[src/rtl/ifetch_prefetch_pkg.sv]
// Shared definitions for the instruction fetch / prefetch block.
//   - Fetch FSM state type and encodings (idle, wait for response, drain stale response)
//   - ENABLE / DISABLE single-bit constants
//   - Default address and instruction widths
package ifetch_prefetch_pkg;

    localparam int unsigned ADDRESS_WIDTH     = 32;
    localparam int unsigned INSTRUCTION_WIDTH = 32;

    localparam logic ENABLE  = 1'b1;
    localparam logic DISABLE = 1'b0;

    typedef logic [1:0] fetch_state_t;

    localparam fetch_state_t StIdle  = 2'd0;  // no request outstanding
    localparam fetch_state_t StWait  = 2'd1;  // request accepted, response pending
    localparam fetch_state_t StDrain = 2'd2;  // next response belongs to a squashed fetch

endpackage

[src/rtl/ifetch_fifo.sv]
// Synchronous circular buffer of DEPTH entries (DEPTH a power of two, >= 2).
// Ports:
//   clk_i     clock, rising edge
//   rst_i     synchronous active-high reset, empties the buffer
//   flush_i   empties the buffer; wins over push and pop
//   push_i    write wdata_i at tail (ignored when full)
//   wdata_i   entry to write
//   pop_i     advance head (ignored when empty)
//   rdata_o   entry at head (combinational)
//   count_o   number of stored entries
//   full_o    count_o == DEPTH
//   empty_o   count_o == 0
module ifetch_fifo #(
    parameter int unsigned WIDTH = 64,
    parameter int unsigned DEPTH = 4
) (
    input  logic                     clk_i,
    input  logic                     rst_i,
    input  logic                     flush_i,
    input  logic                     push_i,
    input  logic [WIDTH-1:0]         wdata_i,
    input  logic                     pop_i,
    output logic [WIDTH-1:0]         rdata_o,
    output logic [$clog2(DEPTH):0]   count_o,
    output logic                     full_o,
    output logic                     empty_o
);

    localparam int unsigned PtrW = $clog2(DEPTH);
    localparam int unsigned CntW = PtrW + 1;

    logic [WIDTH-1:0] mem_q [DEPTH];
    logic [PtrW-1:0]  head_q, head_d;
    logic [PtrW-1:0]  tail_q, tail_d;
    logic [CntW-1:0]  count_q, count_d;
    logic             do_push, do_pop;

    assign full_o  = (count_q == CntW'(DEPTH));
    assign empty_o = (count_q == '0);
    assign count_o = count_q;
    assign rdata_o = mem_q[head_q];

    assign do_push = push_i & ~full_o;
    assign do_pop  = pop_i & ~empty_o;

    // Pointers wrap naturally because DEPTH is a power of two.
    always_comb begin
        head_d  = head_q;
        tail_d  = tail_q;
        count_d = count_q;
        if (flush_i) begin
            head_d  = '0;
            tail_d  = '0;
            count_d = '0;
        end else begin
            if (do_push) tail_d = tail_q + PtrW'(1);
            if (do_pop)  head_d = head_q + PtrW'(1);
            count_d = count_q + CntW'(do_push) - CntW'(do_pop);
        end
    end

    always_ff @(posedge clk_i) begin
        if (rst_i) begin
            head_q  <= '0;
            tail_q  <= '0;
            count_q <= '0;
        end else begin
            head_q  <= head_d;
            tail_q  <= tail_d;
            count_q <= count_d;
        end
    end

    // Storage needs no reset: an entry is only read after it has been written.
    always_ff @(posedge clk_i) begin
        if (do_push && !flush_i) begin
            mem_q[tail_q] <= wdata_i;
        end
    end

endmodule

[src/rtl/ifetch_prefetch.sv]
// Instruction fetch unit with a DEPTH-entry prefetch buffer.
// Issues one sequential fetch at a time, buffers returned {inst, pc} pairs and drains
// them to the instruction queue one per cycle. A ROB redirect flushes the buffer and
// squashes any fetch still in flight.
// Ports:
//   clk_in / rst_in        clock (rising edge) / synchronous active-high reset
//   rdy_in                 global enable; low freezes all state
//   mem_req_rdy_in         memory can accept a request
//   mem_req_en_out/pc_out  fetch request valid / address (combinational)
//   mem_resp_en_in/inst_in response pulse / returned instruction
//   iq_rdy_in              instruction queue can accept
//   iq_inst_en_out         registered one-cycle delivery pulse
//   iq_inst_out/iq_pc_out  delivered instruction / PC (registered, hold between pulses)
//   rob_en_in / rob_pc_in  redirect request / target
//   busy_out               fetch outstanding or buffer non-empty
module ifetch_prefetch
    import ifetch_prefetch_pkg::*;
#(
    parameter int unsigned        ADDR_W   = ADDRESS_WIDTH,
    parameter int unsigned        INST_W   = INSTRUCTION_WIDTH,
    parameter int unsigned        DEPTH    = 4,
    parameter int unsigned        PC_STEP  = 4,
    parameter logic [ADDR_W-1:0]  RESET_PC = '0
) (
    input  logic              clk_in,
    input  logic              rst_in,
    input  logic              rdy_in,
    input  logic              mem_req_rdy_in,
    output logic              mem_req_en_out,
    output logic [ADDR_W-1:0] mem_req_pc_out,
    input  logic              mem_resp_en_in,
    input  logic [INST_W-1:0] mem_resp_inst_in,
    input  logic              iq_rdy_in,
    output logic              iq_inst_en_out,
    output logic [INST_W-1:0] iq_inst_out,
    output logic [ADDR_W-1:0] iq_pc_out,
    input  logic              rob_en_in,
    input  logic [ADDR_W-1:0] rob_pc_in,
    output logic              busy_out
);

    localparam int unsigned EntW = INST_W + ADDR_W;

    fetch_state_t      state_q, state_d;
    logic [ADDR_W-1:0] fetch_pc_q, fetch_pc_d;
    logic [ADDR_W-1:0] req_pc_q, req_pc_d;
    logic              iq_en_q;
    logic [INST_W-1:0] iq_inst_q;
    logic [ADDR_W-1:0] iq_pc_q;

    logic                   buf_push, buf_pop, buf_flush;
    logic                   buf_full, buf_empty;
    logic [EntW-1:0]        buf_rdata;
    logic [$clog2(DEPTH):0] buf_count;
    logic                   req_fire;

    assign mem_req_en_out = rdy_in & (state_q == StIdle) & ~buf_full & ~rob_en_in;
    assign mem_req_pc_out = fetch_pc_q;
    assign req_fire       = mem_req_en_out & mem_req_rdy_in;

    // Space is guaranteed on push: a request is only issued while the buffer is not full.
    assign buf_push  = rdy_in & ~rob_en_in & (state_q == StWait) & mem_resp_en_in;
    assign buf_pop   = rdy_in & ~rob_en_in & iq_rdy_in & ~buf_empty;
    assign buf_flush = rdy_in & rob_en_in;

    ifetch_fifo #(
        .WIDTH (EntW),
        .DEPTH (DEPTH)
    ) u_fifo (
        .clk_i   (clk_in),
        .rst_i   (rst_in),
        .flush_i (buf_flush),
        .push_i  (buf_push),
        .wdata_i ({mem_resp_inst_in, req_pc_q}),
        .pop_i   (buf_pop),
        .rdata_o (buf_rdata),
        .count_o (buf_count),
        .full_o  (buf_full),
        .empty_o (buf_empty)
    );

    always_comb begin
        state_d    = state_q;
        fetch_pc_d = fetch_pc_q;
        req_pc_d   = req_pc_q;
        if (rdy_in == ENABLE) begin
            if (rob_en_in) begin
                fetch_pc_d = rob_pc_in;
                // A response arriving with the redirect is dropped and ends the fetch.
                // In DRAIN the awaited stale response is consumed even under a redirect,
                // otherwise the FSM would wait for a response that never comes.
                if (state_q == StWait) begin
                    state_d = mem_resp_en_in ? StIdle : StDrain;
                end else if (state_q == StDrain && mem_resp_en_in) begin
                    state_d = StIdle;
                end
            end else begin
                case (state_q)
                    StIdle: begin
                        if (req_fire) begin
                            req_pc_d = fetch_pc_q;
                            state_d  = StWait;
                        end
                    end
                    StWait: begin
                        if (mem_resp_en_in) begin
                            fetch_pc_d = req_pc_q + ADDR_W'(PC_STEP);
                            state_d    = StIdle;
                        end
                    end
                    StDrain: begin
                        if (mem_resp_en_in) state_d = StIdle;
                    end
                    default: state_d = StIdle;
                endcase
            end
        end
    end

    always_ff @(posedge clk_in) begin
        if (rst_in) begin
            state_q    <= StIdle;
            fetch_pc_q <= RESET_PC;
            req_pc_q   <= '0;
            iq_en_q    <= DISABLE;
            iq_inst_q  <= '0;
            iq_pc_q    <= '0;
        end else begin
            // buf_pop already includes rdy_in, so the pulse drops while frozen.
            iq_en_q <= buf_pop;
            if (buf_pop) begin
                iq_inst_q <= buf_rdata[EntW-1:ADDR_W];
                iq_pc_q   <= buf_rdata[ADDR_W-1:0];
            end
            if (rdy_in == ENABLE) begin
                state_q    <= state_d;
                fetch_pc_q <= fetch_pc_d;
                req_pc_q   <= req_pc_d;
            end
        end
    end

    assign iq_inst_en_out = iq_en_q;
    assign iq_inst_out    = iq_inst_q;
    assign iq_pc_out      = iq_pc_q;
    assign busy_out       = (state_q != StIdle) | (buf_count != '0);

`ifndef SYNTHESIS
    // A response with nothing outstanding points at a broken memory handshake.
    spurious_resp_a: assert property (@(posedge clk_in) disable iff (rst_in)
        !(rdy_in && mem_resp_en_in && state_q == StIdle));
`endif

endmodule

[config.mk]
export PLATFORM = sky130hd
export DESIGN_NAME = ifetch_prefetch
export DESIGN_NICKNAME = d
export VERILOG_FILES = /design/src/rtl/ifetch_prefetch_pkg.sv /design/src/rtl/ifetch_fifo.sv /design/src/rtl/ifetch_prefetch.sv
export SDC_FILE = /design/constraint.sdc
export NUM_CORES = 1
export LEC_CHECK = 0
export CAP_MARGIN = 20
export CORE_UTILIZATION = 47
export CTS_BUF_LIST = sky130_fd_sc_hd__clkbuf_8
export DETAILED_ROUTE_END_ITERATION = 8
export PLACE_DENSITY = 0.67
export SLEW_MARGIN = 20
export SYNTH_ARGS = -nofsm -noshare
export SYNTH_HDL_FRONTEND = slang
export SYNTH_SLANG_ARGS = --single-unit
[constraint.sdc]
create_clock -name clk_in -period 3.5 [get_ports clk_in]
set_clock_uncertainty 0.2 [all_clocks]
set_input_delay 0.7 -clock clk_in [delete_from_list [all_inputs] [get_ports clk_in]]
set_output_delay 0.7 -clock clk_in [all_outputs]
set_load 0.01 [all_outputs]
==> results by group <==
Critical path
  – Critical Path Sink Type: output port
  – CP peak stage delay: slightly above 0.6 ns
  – R2r setup slk: 0.96 ns
  – List of cells traversed by the critical path: clkdlybuf4s50_1, buf_4, and3_1, clkdlybuf4s50_1
  – Worst-case reg-to-reg path depth: 11
  – Type of the worst setup path: in -> out
  – Worst endpoint data arrival time: around 2.4 ns
  – Cell with the biggest individual delay on the critical path: sky130_fd_sc_hd__clkdlybuf4s50_1
  – Crit path max fanout: 24
  – Type of origin of the critical path: primary input
  – Cell repeated most along the worst path: sky130_fd_sc_hd__clkdlybuf4s50_1
  – Required time at the worst-slack endpoint: 2.60 ns

Power and ir drop
  – PD cells: 484.4 mW/mm²
  – Overall power: ~9000 µW
  – Static power due to leakage: about 0.0059 µW
  – Worst voltage drop across the vdd grid: 0.0002917 V

Logic synthesis
  – Top-area cell type share of the netlist area: 0.5039
  – Mapped Cells: 1114
  – Number of enable-type register cells in the synthesized netlist: 256
  – Cell type contributing the most total cell area after synthesis: sky130_fd_sc_hd__edfxtp_1
  – Net count after synthesis: between 1000 and 1500
  – Netlist cell types: 53
  – Sequential fraction of the synthesis area: 0.6849
  – Cells taking the most area after synthesis: sky130_fd_sc_hd__edfxtp_1 50%, sky130_fd_sc_hd__dfxtp_1 18%, sky130_fd_sc_hd__mux4_2 9.4%, sky130_fd_sc_hd__nand2_1 5.3%, sky130_fd_sc_hd__a21oi_1 3.9%
  – Post-synthesis async set-or-reset flop share: 0
  – Cell area after technology mapping: 0.01526 mm²
  – Most common flop cell mapped by yosys: sky130_fd_sc_hd__edfxtp_1
  – Average cell area after synthesis: roughly 14 µm²
  – Total number of yosys warnings: 0
  – Flop and latch count out of synthesis: a little under 400

Clock network
  – Buffer levels on the longest clock path: 3
  – Post_cts resized: 0
  – Skew-Pair Late Insertion Delay: 0.61 ns
  – Clk slew on worst S/H paths: 0.06 ns
  – Number of buffers created by CTS: 61
  – Sinks on the clock net: 394
  – Post-CTS setup-driven buffer insertion count: 0
  – Count of H-tree levels built during CTS: 2
  – Master cell of the clock root buffer: sky130_fd_sc_hd__clkbuf_8
  – Cts-stage hold buffer count: 0
  – TritonCTS clock tree: built

Die
  – Die H: 182.2 µm
  – Horizontal extent of the die: 182.2 µm
  – Area of the core: 0.03172 mm²
  – Site Rows: 65
  – Total Die Area: 0.03319 mm²
  – Count of boundary I/O pins: 170
  – Starting utilization of the core area: 0.4810

Route
  – Router iterations before antenna repair: 5
  – Number of antenna-violating nets in the routed design: 0
  – Total Wirelength: 35420 µm
  – WL per Instance: between 20 and 25 µm
  – Vias per cell: between 5 and 6
  – Iteration-0 DRC Markers: 610
  – Vias: slightly below 10000
  – Total DRC errors in the routed layout: 0

STA
  – Fin crit period: 3.278 ns
  – Total count of hold-check failures in the final report: 0
  – Number of slew-limit violations in the final report: 0
  – Maximum operating frequency: ~300 MHz
  – Sum of negative setup slack: 0 ns
  – Relative slew margins: 0.3090
  – Slew of the pin with the lowest slew margin: 1.036 ns
  – RSZ-0062 raised after global routing: false
  – Part of the cycle the worst path needs: 0.9366
  – Worst hold slack: between 0.2 and 0.3 ns
  – # setup viols final: 0

Global route
  – Vias in the first global route: 9771
  – Initial antenna violation count: 3
  – Maximum number of pins on one net before global-route repair: 87
  – Total grt overflow: 0
  – Wire length of the first global-routing pass: between 50000 and 60000 µm
  – Gr usage total: 0.2160

Placement
  – Global placement routability congestion: 0.8328
  – Detail Placement HPWL: around 22000 µm
  – Number of buffers added on ports: about 170

Cells and area
  – Layout area overhead: 23.85%
  – Filler cells: ~2500
  – Proportion of layout cells with a drive suffix above 1: 0.1456
  – Total number of nets in the final design: 1389
  – Commonest non-fill, non-tap cell in the layout: sky130_fd_sc_hd__edfxtp_1
  – Highest-count cells in the layout ignoring fill and taps: 256 x sky130_fd_sc_hd__edfxtp_1, 216 x sky130_fd_sc_hd__nand2_1, 167 x sky130_fd_sc_hd__clkdlybuf4s50_1

Status
  – Run status: completed

Min path
  – WHS Path Cells: 2
  – Hold Path Class: reg -> reg

Job
  – Max-cap check violation count: 0
## synth_stat cells (5+ instances only)
| cell type | instances |
|---|---|
| sky130_fd_sc_hd__ha_1 | 10 |
| sky130_fd_sc_hd__nand4_1 | 8 |
| sky130_fd_sc_hd__mux2i_1 | 5 |
| sky130_fd_sc_hd__mux4_2 | 64 |
| sky130_fd_sc_hd__o21ai_0 | 15 |
| sky130_fd_sc_hd__o311ai_0 | 8 |
| sky130_fd_sc_hd__nand3_1 | 17 |
| sky130_fd_sc_hd__clkbuf_1 | 59 |
| sky130_fd_sc_hd__nand2_1 | 216 |
| sky130_fd_sc_hd__xnor2_1 | 9 |
| sky130_fd_sc_hd__or3_1 | 11 |
| sky130_fd_sc_hd__a21oi_1 | 119 |
| sky130_fd_sc_hd__nand2b_1 | 6 |
| sky130_fd_sc_hd__edfxtp_1 | 256 |
| sky130_fd_sc_hd__and3_1 | 18 |
| sky130_fd_sc_hd__o211ai_1 | 14 |
| sky130_fd_sc_hd__buf_1 | 5 |
| sky130_fd_sc_hd__dfxtp_1 | 138 |
| sky130_fd_sc_hd__or4_1 | 7 |
| sky130_fd_sc_hd__buf_2 | 6 |
| sky130_fd_sc_hd__nand4b_1 | 6 |
| sky130_fd_sc_hd__nor4_1 | 9 |
| sky130_fd_sc_hd__a211oi_1 | 5 |
| sky130_fd_sc_hd__nor3_1 | 18 |
| sky130_fd_sc_hd__nor2_1 | 22 |
| sky130_fd_sc_hd__inv_1 | 17 |
## sequential cells by signal, indices dropped and copies added, names as in the netlist
register / cells
mem_req_pc_out: 32
u_fifo.head_q: 2
iq_inst_en_out: 1
iq_pc_out: 32
u_fifo.mem_q: 256
req_pc_q: 32
u_fifo.tail_q: 2
state_q: 2
iq_inst_out: 32
u_fifo.count_o: 3
## kinds of logic after synthesis
logic type / count (synthesis) / share of synthesized area
AO/OA/AOI/OAI: 185 / 0.07094
flip-flops: 394 / 0.6849
buffers and inverters: 88 / 0.02214
AND/OR/NAND/NOR: 355 / 0.1078
adder cells (fa/ha/maj): 11 / 0.009513
multiplexers: 69 / 0.09775
XOR/XNOR: 12 / 0.006889
## path summary, 6_finish.rpt
kind | end | start
worst min register to register | iq_pc_out[5] | iq_pc_out[5]
worst min-delay path | iq_pc_out[5] | iq_pc_out[5]
worst max register to register | u_fifo.count_o[2] | u_fifo.count_o[2]
worst max-delay path | mem_req_en_out | rdy_in
## where the power goes
group	internal (µW)	total, µW	switching, µW	leakage, µW
Clock	2120	3890	1770	0.000725
Combinational	141	290	149	0.00186
Sequential	4940	4970	30.1	0.00334
Total	7200	9150	1950	0.00593
## worst max-delay path, delay by kind of cell
kind                   cells  cell delay [ns]
and+or+nand+nor            1             0.20
buffers and inverters      3             1.48
## layout make-up
| cell class | instances | area [µm²] | share of cell area |
|---|---|---|---|
| Clock inverter | 43 | 264.0 | 0.01397 |
| Multi-Input combinational cell | 632 | 4502 | 0.2382 |
| Sequential cell | 394 | 10460 | 0.5534 |
| Timing Repair Buffer | 200 | 2092 | 0.1107 |
| Tap cell | 402 | 503.0 | 0.02662 |
| Antenna cell | 2 | 5.005 | 0.0002649 |
| Inverter | 18 | 67.56 | 0.003576 |
| Clock buffer | 73 | 1005 | 0.05317 |
## per-layer routing
layer / share of wire / vias to the layer above / GRT usage / wire length, µm
met4: 0.021 / 2 / 0.06689 / 738
met1: 0.43 / 4868 / 0.2894 / 15160
met3: 0.062 / 58 / 0.04171 / 2204
li1: - / 4582 / - / -
met5: 0.00037 / - / 0 / 13
met2: 0.49 / 341 / 0.3575 / 17310
## metrics by stage
stage	util	setup slack, ns	std cells	cell area [µm²]
global placement	0.5556	0.2682	1646	17620
floorplan	-	0.05779	1114	15260
detailed placement	0.5556	0.2428	1646	17620
CTS	0.5956	0.2781	1762	18890
finish	0.5957	0.2218	1764	18900
global route	0.5957	0.2393	1763	18890
Power figures use the tool's default switching activity.
